**config.mk**
```make
export PLATFORM = sky130hd
export DESIGN_NAME = tx_response_packer_flat
export DESIGN_NICKNAME = d
export VERILOG_FILES = /design/src/rtl/tx_response_packer_if.sv /design/src/rtl/tx_response_packer.sv /design/src/flat_wrapper.sv
export SDC_FILE = /design/constraint.sdc
export NUM_CORES = 1
export LEC_CHECK = 0
export ABC_AREA = 1
export BUFFER_PORTS_ARGS = -buffer_cell sky130_fd_sc_hd__buf_2
export CORE_ASPECT_RATIO = 1.1
export CORE_MARGIN = 2
export CORE_UTILIZATION = 58
export DETAILED_ROUTE_END_ITERATION = 6
export PLACE_DENSITY_LB_ADDON = 0.2
export SYNTH_ARGS = -nofsm -noshare
export SYNTH_HDL_FRONTEND = slang
export SYNTH_SLANG_ARGS = --single-unit
export TNS_END_PERCENT = 5
```
**constraint.sdc**
```tcl
create_clock -name CLK -period 3.6 [get_ports CLK]
set_input_delay 0.72 -clock CLK [delete_from_list [all_inputs] [get_ports CLK]]
set_output_delay 0.72 -clock CLK [all_outputs]
set_load 0.02 [all_outputs]
```
**src/rtl/tx_response_packer_if.sv**
```systemverilog
// Byte-response bus between the result path, the response packer and the TX data synchronizer.
// The slave side is the packer; the master side is whatever produces results and consumes TX bytes.
interface tx_response_packer_if #(
    parameter int DATA_WIDTH    = 8,
    parameter int ALU_OUT_WIDTH = 16
);
    logic [DATA_WIDTH-1:0]    RdData;
    logic                     RdData_Valid;
    logic [ALU_OUT_WIDTH-1:0] ALU_OUT;
    logic                     ALU_OUT_VALID;
    logic                     TX_Busy;
    logic [DATA_WIDTH-1:0]    TX_P_DATA;
    logic                     TX_DATA_VALID;
    logic                     FIFO_EMPTY;
    logic                     FIFO_FULL;
    logic                     OVERFLOW;

    modport master (
        output RdData, RdData_Valid, ALU_OUT, ALU_OUT_VALID, TX_Busy,
        input  TX_P_DATA, TX_DATA_VALID, FIFO_EMPTY, FIFO_FULL, OVERFLOW
    );

    modport slave (
        input  RdData, RdData_Valid, ALU_OUT, ALU_OUT_VALID, TX_Busy,
        output TX_P_DATA, TX_DATA_VALID, FIFO_EMPTY, FIFO_FULL, OVERFLOW
    );
endinterface

```
**src/rtl/tx_response_packer.sv**
```systemverilog
// Byte FIFO that packs register reads and 16-bit ALU results, then drains them one byte at a time
// to the TX synchronizer with a level-valid / busy-acknowledge handshake.
module tx_response_packer #(
    parameter int DATA_WIDTH    = 8,
    parameter int ALU_OUT_WIDTH = 16,
    parameter int FIFO_DEPTH    = 4,
    parameter int PTR_WIDTH     = 2
) (
    input  logic                CLK,
    input  logic                RST,
    tx_response_packer_if.slave bus
);

    localparam logic [1:0] IDLE      = 2'd0;
    localparam logic [1:0] SEND      = 2'd1;
    localparam logic [1:0] WAIT_DONE = 2'd2;

    localparam logic [PTR_WIDTH:0] DEPTH_CNT = (PTR_WIDTH+1)'(FIFO_DEPTH);

    logic [DATA_WIDTH-1:0] mem [FIFO_DEPTH];
    logic [PTR_WIDTH-1:0]  wr_ptr, rd_ptr;
    logic [PTR_WIDTH-1:0]  alu_addr_lo, alu_addr_hi;
    logic [PTR_WIDTH:0]    count, free_cnt, free_after_rd, push_cnt;
    logic [1:0]            state;
    logic                  rd_ok, alu_ok, drop, pop;
    logic [DATA_WIDTH-1:0] tx_data;
    logic                  tx_valid, overflow_q;

    // Admission: RdData claims space first, the ALU pair only if both bytes still fit.
    // NOTE: every always_comb output gets a value up front, so no path can infer a latch.
    always_comb begin
        free_cnt      = DEPTH_CNT - count;
        rd_ok         = bus.RdData_Valid && (free_cnt != '0);
        free_after_rd = free_cnt - (PTR_WIDTH+1)'(rd_ok);
        alu_ok        = bus.ALU_OUT_VALID && (free_after_rd >= (PTR_WIDTH+1)'(2));
        drop          = (bus.RdData_Valid && !rd_ok) || (bus.ALU_OUT_VALID && !alu_ok);
        push_cnt      = (PTR_WIDTH+1)'(rd_ok) + (alu_ok ? (PTR_WIDTH+1)'(2) : '0);
        pop           = (state == SEND) && bus.TX_Busy;
        alu_addr_lo   = wr_ptr + PTR_WIDTH'(rd_ok);
        alu_addr_hi   = alu_addr_lo + PTR_WIDTH'(1);
    end

    // NOTE: storage is deliberately not reset; count and pointers alone decide which entries are live.
    always_ff @(posedge CLK) begin
        if (rd_ok) begin
            mem[wr_ptr] <= bus.RdData;
        end
        if (alu_ok) begin
            mem[alu_addr_lo] <= bus.ALU_OUT[DATA_WIDTH-1:0];
            mem[alu_addr_hi] <= bus.ALU_OUT[ALU_OUT_WIDTH-1:DATA_WIDTH];
        end
    end

    // NOTE: sequential state uses non-blocking assignments so every register samples pre-edge values.
    always_ff @(posedge CLK or posedge RST) begin
        if (RST) begin
            wr_ptr     <= '0;
            rd_ptr     <= '0;
            count      <= '0;
            overflow_q <= 1'b0;
        end else begin
            wr_ptr     <= wr_ptr + PTR_WIDTH'(push_cnt);
            rd_ptr     <= rd_ptr + PTR_WIDTH'(pop);
            count      <= count + push_cnt - (PTR_WIDTH+1)'(pop);
            overflow_q <= drop;
        end
    end

    // Drain FSM: loads only from the registered head, pops on the edge that sees TX_Busy high.
    always_ff @(posedge CLK or posedge RST) begin
        if (RST) begin
            state    <= IDLE;
            tx_data  <= '0;
            tx_valid <= 1'b0;
        end else begin
            case (state)
                IDLE: begin
                    if ((count != '0) && !bus.TX_Busy) begin
                        tx_data  <= mem[rd_ptr];
                        tx_valid <= 1'b1;
                        state    <= SEND;
                    end
                end
                SEND: begin
                    if (bus.TX_Busy) begin
                        tx_valid <= 1'b0;
                        state    <= WAIT_DONE;
                    end
                end
                WAIT_DONE: begin
                    if (!bus.TX_Busy) begin
                        state <= IDLE;
                    end
                end
                default: begin
                    tx_valid <= 1'b0;
                    state    <= IDLE;
                end
            endcase
        end
    end

    assign bus.TX_P_DATA     = tx_data;
    assign bus.TX_DATA_VALID = tx_valid;
    assign bus.OVERFLOW      = overflow_q;
    assign bus.FIFO_EMPTY    = (count == '0);
    assign bus.FIFO_FULL     = (count == DEPTH_CNT);

endmodule
```
**src/flat_wrapper.sv**
```systemverilog
// flat-port wrapper written by rule: the top's interface ports become plain ports
module tx_response_packer_flat 
#(
    parameter int DATA_WIDTH    = 8,
    parameter int ALU_OUT_WIDTH = 16,
    parameter int FIFO_DEPTH    = 4,
    parameter int PTR_WIDTH     = 2
)
  (CLK, RST, bus_RdData, bus_RdData_Valid, bus_ALU_OUT, bus_ALU_OUT_VALID, bus_TX_Busy, bus_TX_P_DATA, bus_TX_DATA_VALID, bus_FIFO_EMPTY, bus_FIFO_FULL, bus_OVERFLOW);
  tx_response_packer_if #(.DATA_WIDTH(DATA_WIDTH), .ALU_OUT_WIDTH(ALU_OUT_WIDTH)) bus_i ();
  input  logic CLK;
  input  logic RST;
  input wire logic [$bits(bus_i.RdData)-1:0] bus_RdData;
  input wire logic [$bits(bus_i.RdData_Valid)-1:0] bus_RdData_Valid;
  input wire logic [$bits(bus_i.ALU_OUT)-1:0] bus_ALU_OUT;
  input wire logic [$bits(bus_i.ALU_OUT_VALID)-1:0] bus_ALU_OUT_VALID;
  input wire logic [$bits(bus_i.TX_Busy)-1:0] bus_TX_Busy;
  output wire logic [$bits(bus_i.TX_P_DATA)-1:0] bus_TX_P_DATA;
  output wire logic [$bits(bus_i.TX_DATA_VALID)-1:0] bus_TX_DATA_VALID;
  output wire logic [$bits(bus_i.FIFO_EMPTY)-1:0] bus_FIFO_EMPTY;
  output wire logic [$bits(bus_i.FIFO_FULL)-1:0] bus_FIFO_FULL;
  output wire logic [$bits(bus_i.OVERFLOW)-1:0] bus_OVERFLOW;
  assign bus_i.RdData = bus_RdData;
  assign bus_i.RdData_Valid = bus_RdData_Valid;
  assign bus_i.ALU_OUT = bus_ALU_OUT;
  assign bus_i.ALU_OUT_VALID = bus_ALU_OUT_VALID;
  assign bus_i.TX_Busy = bus_TX_Busy;
  assign bus_TX_P_DATA = bus_i.TX_P_DATA;
  assign bus_TX_DATA_VALID = bus_i.TX_DATA_VALID;
  assign bus_FIFO_EMPTY = bus_i.FIFO_EMPTY;
  assign bus_FIFO_FULL = bus_i.FIFO_FULL;
  assign bus_OVERFLOW = bus_i.OVERFLOW;
  tx_response_packer #(.DATA_WIDTH(DATA_WIDTH), .ALU_OUT_WIDTH(ALU_OUT_WIDTH), .FIFO_DEPTH(FIFO_DEPTH), .PTR_WIDTH(PTR_WIDTH)) u_core (.CLK(CLK), .RST(RST), .bus(bus_i));
endmodule
```
==> results of run 1 <==
-- flip-flops by register name (all words and copies together), names as in the netlist --
signal and flops:
u_core.mem 32, u_core.bus.TX_P_DATA 8, u_core.count 3, u_core.rd_ptr 2, u_core.state 2, u_core.wr_ptr 2, u_core.bus.OVERFLOW 1, u_core.bus.TX_DATA_VALID 1
-- routing by layer --
layer  wire (um)  vias up  GRT usage, %
met1        3155     1195         35.37
met3         331       18         2.258
met5           0        -             0
met4         202        0         11.27
met2        3500       92         44.46
li1            -     1347             -
-- power by group through the flow --
stage | Sequential, mW | Clock (mW) | Combinational (mW)
3_3_place_gp | 1.24 | 0 | 1.78
3_5_place_dp | 1.26 | 0 | 1.83
6_report | 1.24 | 0.318 | 1.84
2_1_floorplan | 1.23 | 0 | 1.44
5_1_grt | 1.28 | 0.352 | 2.11
4_1_cts | 1.24 | 0.326 | 1.84
-- cells by family (layout without fill, tap and decap cells) --
family / after synthesis / in the layout
adders and majority gates: 11 / 11
buffers and inverters: 52 / 89
xor gates and xnor gates: 3 / 3
AOI/OAI and AO/OA: 41 / 41
and+or+nand+nor: 235 / 235
DFF: 51 / 51
-- worst paths after layout --
check                                          end               startpoint  depth (start not counted)  slack [ns]
hold / removal             u_core.bus.TX_P_DATA[4]  u_core.bus.TX_P_DATA[4]                          2        0.47
max in group asynchronous         u_core.wr_ptr[0]                      RST                          2        2.60
hold reg to reg            u_core.bus.TX_P_DATA[4]  u_core.bus.TX_P_DATA[4]                          2        0.47
setup reg to reg                  u_core.mem[2][4]          u_core.count[0]                         11        0.42
setup / recovery                  u_core.mem[2][4]          u_core.count[0]                         11        0.42
min in group asynchronous         u_core.rd_ptr[1]                      RST                          2        0.53
-- stage by stage --
stage / cell area [sq um] / hold WS [ns] / std cells / setup slack [ns] / utilization (%)
floorplan: 3103 / 0.4687 / 393 / 0.7207 / -
global placement: 3311 / 0.4480 / 480 / 0.5875 / 65.33
detailed placement: 3311 / 0.4531 / 480 / 0.4539 / 65.33
CTS: 3400 / 0.4764 / 488 / 0.4376 / 67.09
global route: 3400 / 0.4987 / 488 / 0.1330 / 67.09
finish: 3400 / 0.4701 / 488 / 0.4244 / 67.09
-- synthesized netlist by cell type, drive strengths merged --
cell    instances
nor2           43
xnor2           1
inv            38
xor2            2
a21oi           1
nand3          41
clkinv          2
nand3b          5
o211ai         12
edfxtp         32
ha             10
fa              1
or2             1
nand2         144
dfrtp          19
buf            10
clkbuf          2
nor4            1
o21ai          28
-- layout make-up --
cell class | instances | area [sq um] | share of cell area [%]
clock buffer | 5 | 68.82 | 2.024
clock inverter | 3 | 20.02 | 0.5889
inverter | 40 | 151.4 | 4.453
multi-input combinational | 290 | 1443 | 42.44
sequential | 51 | 1436 | 42.25
tap | 58 | 72.57 | 2.135
timing repair buffer | 41 | 207.7 | 6.110
-- worst max-delay path, stage by stage, from the launching register on --
cell      delay, ns
dfrtp_1        0.33
inv_1          0.07
ha_1           0.22
ha_1           0.22
nor2_1         0.35
ha_1           0.24
ha_1           0.24
nand2_1        0.09
nor2_2         0.06
nor2_8         0.32
nand2_2        0.22
o211ai_1       0.43
==> results_dict.tcl, run 1 <==
set metrics [dict create \
    floorplan.initialDensity_pct 61.23 \
    pwr_density_cell_nw_per_um2 1003 \
    critical_path.startpoint_type "flip-flop" \
    synth_simple_gate_area_share_pct 33.39 \
    worstPathRequired_ns 3.52 \
    run_status "complete, no violations" \
    hold_viol 0 \
    power.ir.vdd_worst_mv 0.9347 \
    synth_fa_ha_area_share_pct 4.677 \
    rsz0062_at_grt "no" \
    num_io_pins 41 \
    netlist_instances 393 \
    synth.area.mux_share_pct 0 \
    fin_nets 469 \
    detailed_place_hpwl_mm 5.892 \
    most_common_library_cell_in_the_layout_ignoring_fill_and_taps "nand2_1" \
    post-synth-top-area-fraction_pct 30.97 \
    first_pass_iters 5 \
    synthesis.nets 433 \
    max-slew-margin-rel_pct 26.96 \
    ctsLongestPathBuffers 2 \
    clockPowerShare_pct 9.3 \
    sw_frac_of_total_pct 47.86 \
    final.min_clock_period_ns 3.176 \
    p_comb_share_pct 54.1 \
    synth.top_cells.by_area "edfxtp_1, nand2_1, dfrtp_1" \
    nFillCells 448 \
    inserted_diodes 0 \
    first_global_vias 2442 \
    max-cap-violations 0 \
    fmax_mhz 314.9 \
    route.final.wire_length_mm 7.190 \
    ys_ff_latch 51 \
    post_route_cells_drive_above_1_share_pct 15.58 \
    drt_first_iter_violations 154 \
    finalSetupViolCount 0 \
    clock_skew_ns 0.01105 \
    cellLeakagePower_nw 1.706 \
    die_area_sq_um 5952 \
    routedWlPerCell_um 14.73 \
    grt_first_pass_wirelength_mm 11.94 \
    internal_power_mw 1.777 \
    detailroute.via_count 2652 \
    clock_buffer_count_from_cts 5 \
    routed_via_density 5.434 \
    mostFrequentLayoutCells "nand2_1, nand3_1, buf_2" \
    remaining_drc_errors 0 \
    number_of_antenna_violations_at_the_first_check_in_global_routing 0 \
    critical_path_peak_fanout 28 \
    gp_congestion 1.004 \
    floorplan.core_area_sq_um 5067 \
    die_w_um 73.74 \
    design_power_total_mw 3.408 \
    area_growth_pct 9.556 \
    grt_start_max_net_pins 29 \
    synth-compound-area-share_pct 7.581 \
    timing_max_transition_violations_final 0 \
    clockRootBuffer "clkbuf_8" \
    synthDominantAreaCellType "edfxtp_1" \
    grt_total_usage_pct 26.66 \
    post_cts_repair_resize_count 0 \
    critical_path.endpoint_type "flip-flop" \
    critical_path_class "reg -> reg" \
    worst-slew-pin-transition_ns 1.084 \
    quantity_of_hold_fixing_buffers_added_after_cts 0 \
    cts-htree-levels 2 \
    io_buffer_count 40 \
    cts_tree "yes" \
    drt.antenna.violating_nets 0 \
    path_clk_slew_ns 0.09 \
    power.switching_mw 1.631 \
    timing.hold.worst.class "reg -> reg" \
    yosysUniqueCellTypes 29 \
    yosys_warnings 0 \
    die_h_um 80.72 \
    synth_top_family_by_area "simple AND/OR/NAND/NOR gates" \
    synth_area_sq_um 3103 \
    globalRouteOverflowTotal 0 \
    post_synth.cell_area_avg_sq_um 7.896 \
    worst-endpoint-arrival_ns 3.10 \
    min_period_over_period_pct 88.21 \
    cts_post_setup_buffers_inserted 0 \
    totalNegativeSetupSlack_ns 0 \
    power.share.sequential_pct 36.5 \
    synth_seq_area_share_pct 46.29 \
    clock_sinks 51 \
    core.rowCount 27 \
    worstSkewPairLatency_ns 0.30 \
    yosys.area_share.xor_xnor_pct 0.8468 \
]
No activity file was read; power rests on OpenSTA's default activity.
==> inputs of run 2 (changes only) <==
CAP_MARGIN = 20   (was default)
CELL_PAD_IN_SITES_DETAIL_PLACEMENT = 0   (was default)
CELL_PAD_IN_SITES_GLOBAL_PLACEMENT = 1   (was default)
CORE_UTILIZATION = 43   (was 58)
PLACE_DENSITY = 0.78   (was default)
PLACE_DENSITY_LB_ADDON = default   (was 0.2)
==> run 2 against run 1 <==
  * Cell area increased by 1.4%
  * Clock-buffer cell count increased by 3
  * Critical path depth unchanged
  * Via count decreased by 2.3%
  * Setup slack improved by 0.067 ns
  * Non-clock buffer count unchanged
  * Sequential power about the same
  * Clock power increased by 13%
  * Clock skew decreased by 0.0066 ns
  * First-iteration DRC count increased by 7.8%
  * Sequential share of layout area decreased by 0.57 points
  * Critical path type unchanged
  * Largest power group unchanged
  * Worst hold slack got worse by 0.0025 ns
==> results_dict.tcl, run 2 (synthesized netlist as in run 1, its figures left out) <==
set metrics [dict create \
    max-slew-margin-rel_pct 29.35 \
    routedWlPerCell_um 14.83 \
    first_global_vias 2503 \
    totalNegativeSetupSlack_ns 0 \
    run_status "complete, no violations" \
    clockRootBuffer "clkbuf_8" \
    hold_viol 0 \
    setup.reg_to_reg.worst_slack_ns 0.49 \
    fin_worst_hold_slack_ns 0.4676 \
    critical_path_class "reg -> reg" \
    mostFrequentLayoutCells "nand2_1, nand3_1, buf_2" \
    routed_via_density 5.031 \
    gp_congestion 0.8869 \
    cellLeakagePower_nw 1.715 \
    grt_first_pass_wirelength_mm 12.72 \
    first_pass_iters 5 \
    clockPowerShare_pct 10.3 \
    worstPathRequired_ns 3.53 \
    registers.top_by_ff_count "u_core.mem" \
    num_io_pins 41 \
    max-cap-violations 0 \
    floorplan.initialDensity_pct 44.29 \
    ctsLongestPathBuffers 2 \
    critical_path_buf_inv_count 1 \
    critical_path_peak_fanout 28 \
    pwr_density_cell_nw_per_um2 1009 \
    drt.antenna.violating_nets 0 \
    worst-slew-pin-transition_ns 1.049 \
    timing.critical_path.cells "inv_1 > ha_1 > ha_1 > nor2_1 > ha_1 > ha_1 > nand2_1 > nor2_2 > nor2_8 > nand2_2 > o211ai_1" \
    max_ffs_per_register 32 \
    cts-htree-levels 2 \
    grt_start_max_net_pins 29 \
    fmax_mhz 321.7 \
    critical_path.slowest_cell "o211ai_1" \
    finish.utilization_pct 49.18 \
    final.min_clock_period_ns 3.109 \
    remaining_drc_errors 0 \
    p_comb_share_pct 53.9 \
    clock_sinks 51 \
    post_route_cells_drive_above_1_share_pct 15.35 \
    sw_frac_of_total_pct 47.62 \
    internal_power_mw 1.821 \
    critical_path.endpoint_type "flip-flop" \
    area_growth_pct 11.05 \
    quantity_of_hold_fixing_buffers_added_after_cts 0 \
    floorplan.core_area_sq_um 7007 \
    worstSkewPairLatency_ns 0.30 \
    cts_post_setup_buffers_inserted 0 \
    worst_path_dominant_cell_family "simple AND/OR/NAND/NOR gates" \
    min_period_over_period_pct 86.35 \
    cts_tree "yes" \
    number_of_antenna_violations_at_the_first_check_in_global_routing 0 \
    power.share.sequential_pct 35.8 \
    fin_nets 469 \
    power.switching_mw 1.656 \
    grt_total_usage_pct 20.86 \
    die_w_um 85.00 \
    timing_max_transition_violations_final 0 \
    detailed_place_hpwl_mm 6.209 \
    finalSetupViolCount 0 \
    clock_buffer_count_from_cts 5 \
    die_area_sq_um 7913 \
    worst_path_most_repeated_cell "ha_1" \
    rsz0062_at_grt "no" \
    power.ir.vdd_worst_mv 0.4300 \
    core.rowCount 32 \
    drt_first_iter_violations 166 \
    critical-path-max-stage-delay_ns 0.43 \
    io_buffer_count 40 \
    inserted_diodes 0 \
    most_common_library_cell_in_the_layout_ignoring_fill_and_taps "nand2_1" \
    post-place-cells 507 \
    post_cts_repair_resize_count 0 \
    path_clk_slew_ns 0.09 \
    timing.hold.worst.class "reg -> reg" \
    route.final.wire_length_mm 7.635 \
    globalRouteOverflowTotal 0 \
    clock_skew_ns 0.004482 \
    final_cell_count_no_fill 515 \
    critical_path.startpoint_type "flip-flop" \
    die_h_um 93.10 \
    detailroute.via_count 2591 \
    worst-endpoint-arrival_ns 3.04 \
]
run 2: tightest hold or removal path: stages (launching register included):
cell     delay [ns]
dfrtp_1        0.35
nand2_1        0.05
nand2_1        0.04
run 2: layer usage:
layer	share of wire (%)	vias to the layer above	wire length (um)	track usage (%)
met1	44	1138	3373	27.33
met3	4.3	21	325	2.030
met5	0	-	0	0
met2	48	87	3694	35.81
met4	3.2	0	242	7.540
li1	-	1345	-	-
run 2: final timing paths:
check,from,to,cells past startpoint
max in group asynchronous,RST,u_core.bus.TX_P_DATA[2],2
hold / removal,u_core.bus.TX_P_DATA[3],u_core.bus.TX_P_DATA[3],2
setup reg to reg,u_core.count[0],u_core.mem[2][1],11
setup / recovery,u_core.count[0],u_core.mem[2][1],11
hold reg to reg,u_core.bus.TX_P_DATA[3],u_core.bus.TX_P_DATA[3],2
min in group asynchronous,RST,u_core.state[1],2
run 2: per-stage QoR:
stage / cell area [sq um] / setup WS [ns] / total power [mW]
floorplan: 3103 / 0.7207 / 2.676
global placement: 3344 / 0.5474 / 3.088
detailed placement: 3344 / 0.5171 / 3.125
CTS: 3446 / 0.5081 / 3.486
global route: 3446 / 0.2321 / 3.815
finish: 3446 / 0.4913 / 3.478
run 2: layout make-up:
cell class	instances	area (sq um)
fill	707	3561
multi-input combinational	290	1443
sequential	51	1436
timing repair buffer	41	207.7
inverter	40	151.4
tap	85	106.4
clock buffer	8	101.3
run 2: power by group through the flow:
stage	clock network [mW]	registers [mW]	logic (mW)
4_1_cts	0.366	1.25	1.87
3_5_place_dp	0	1.26	1.86
6_report	0.359	1.24	1.87
5_1_grt	0.387	1.28	2.15
2_1_floorplan	0	1.23	1.44
3_3_place_gp	0	1.25	1.84
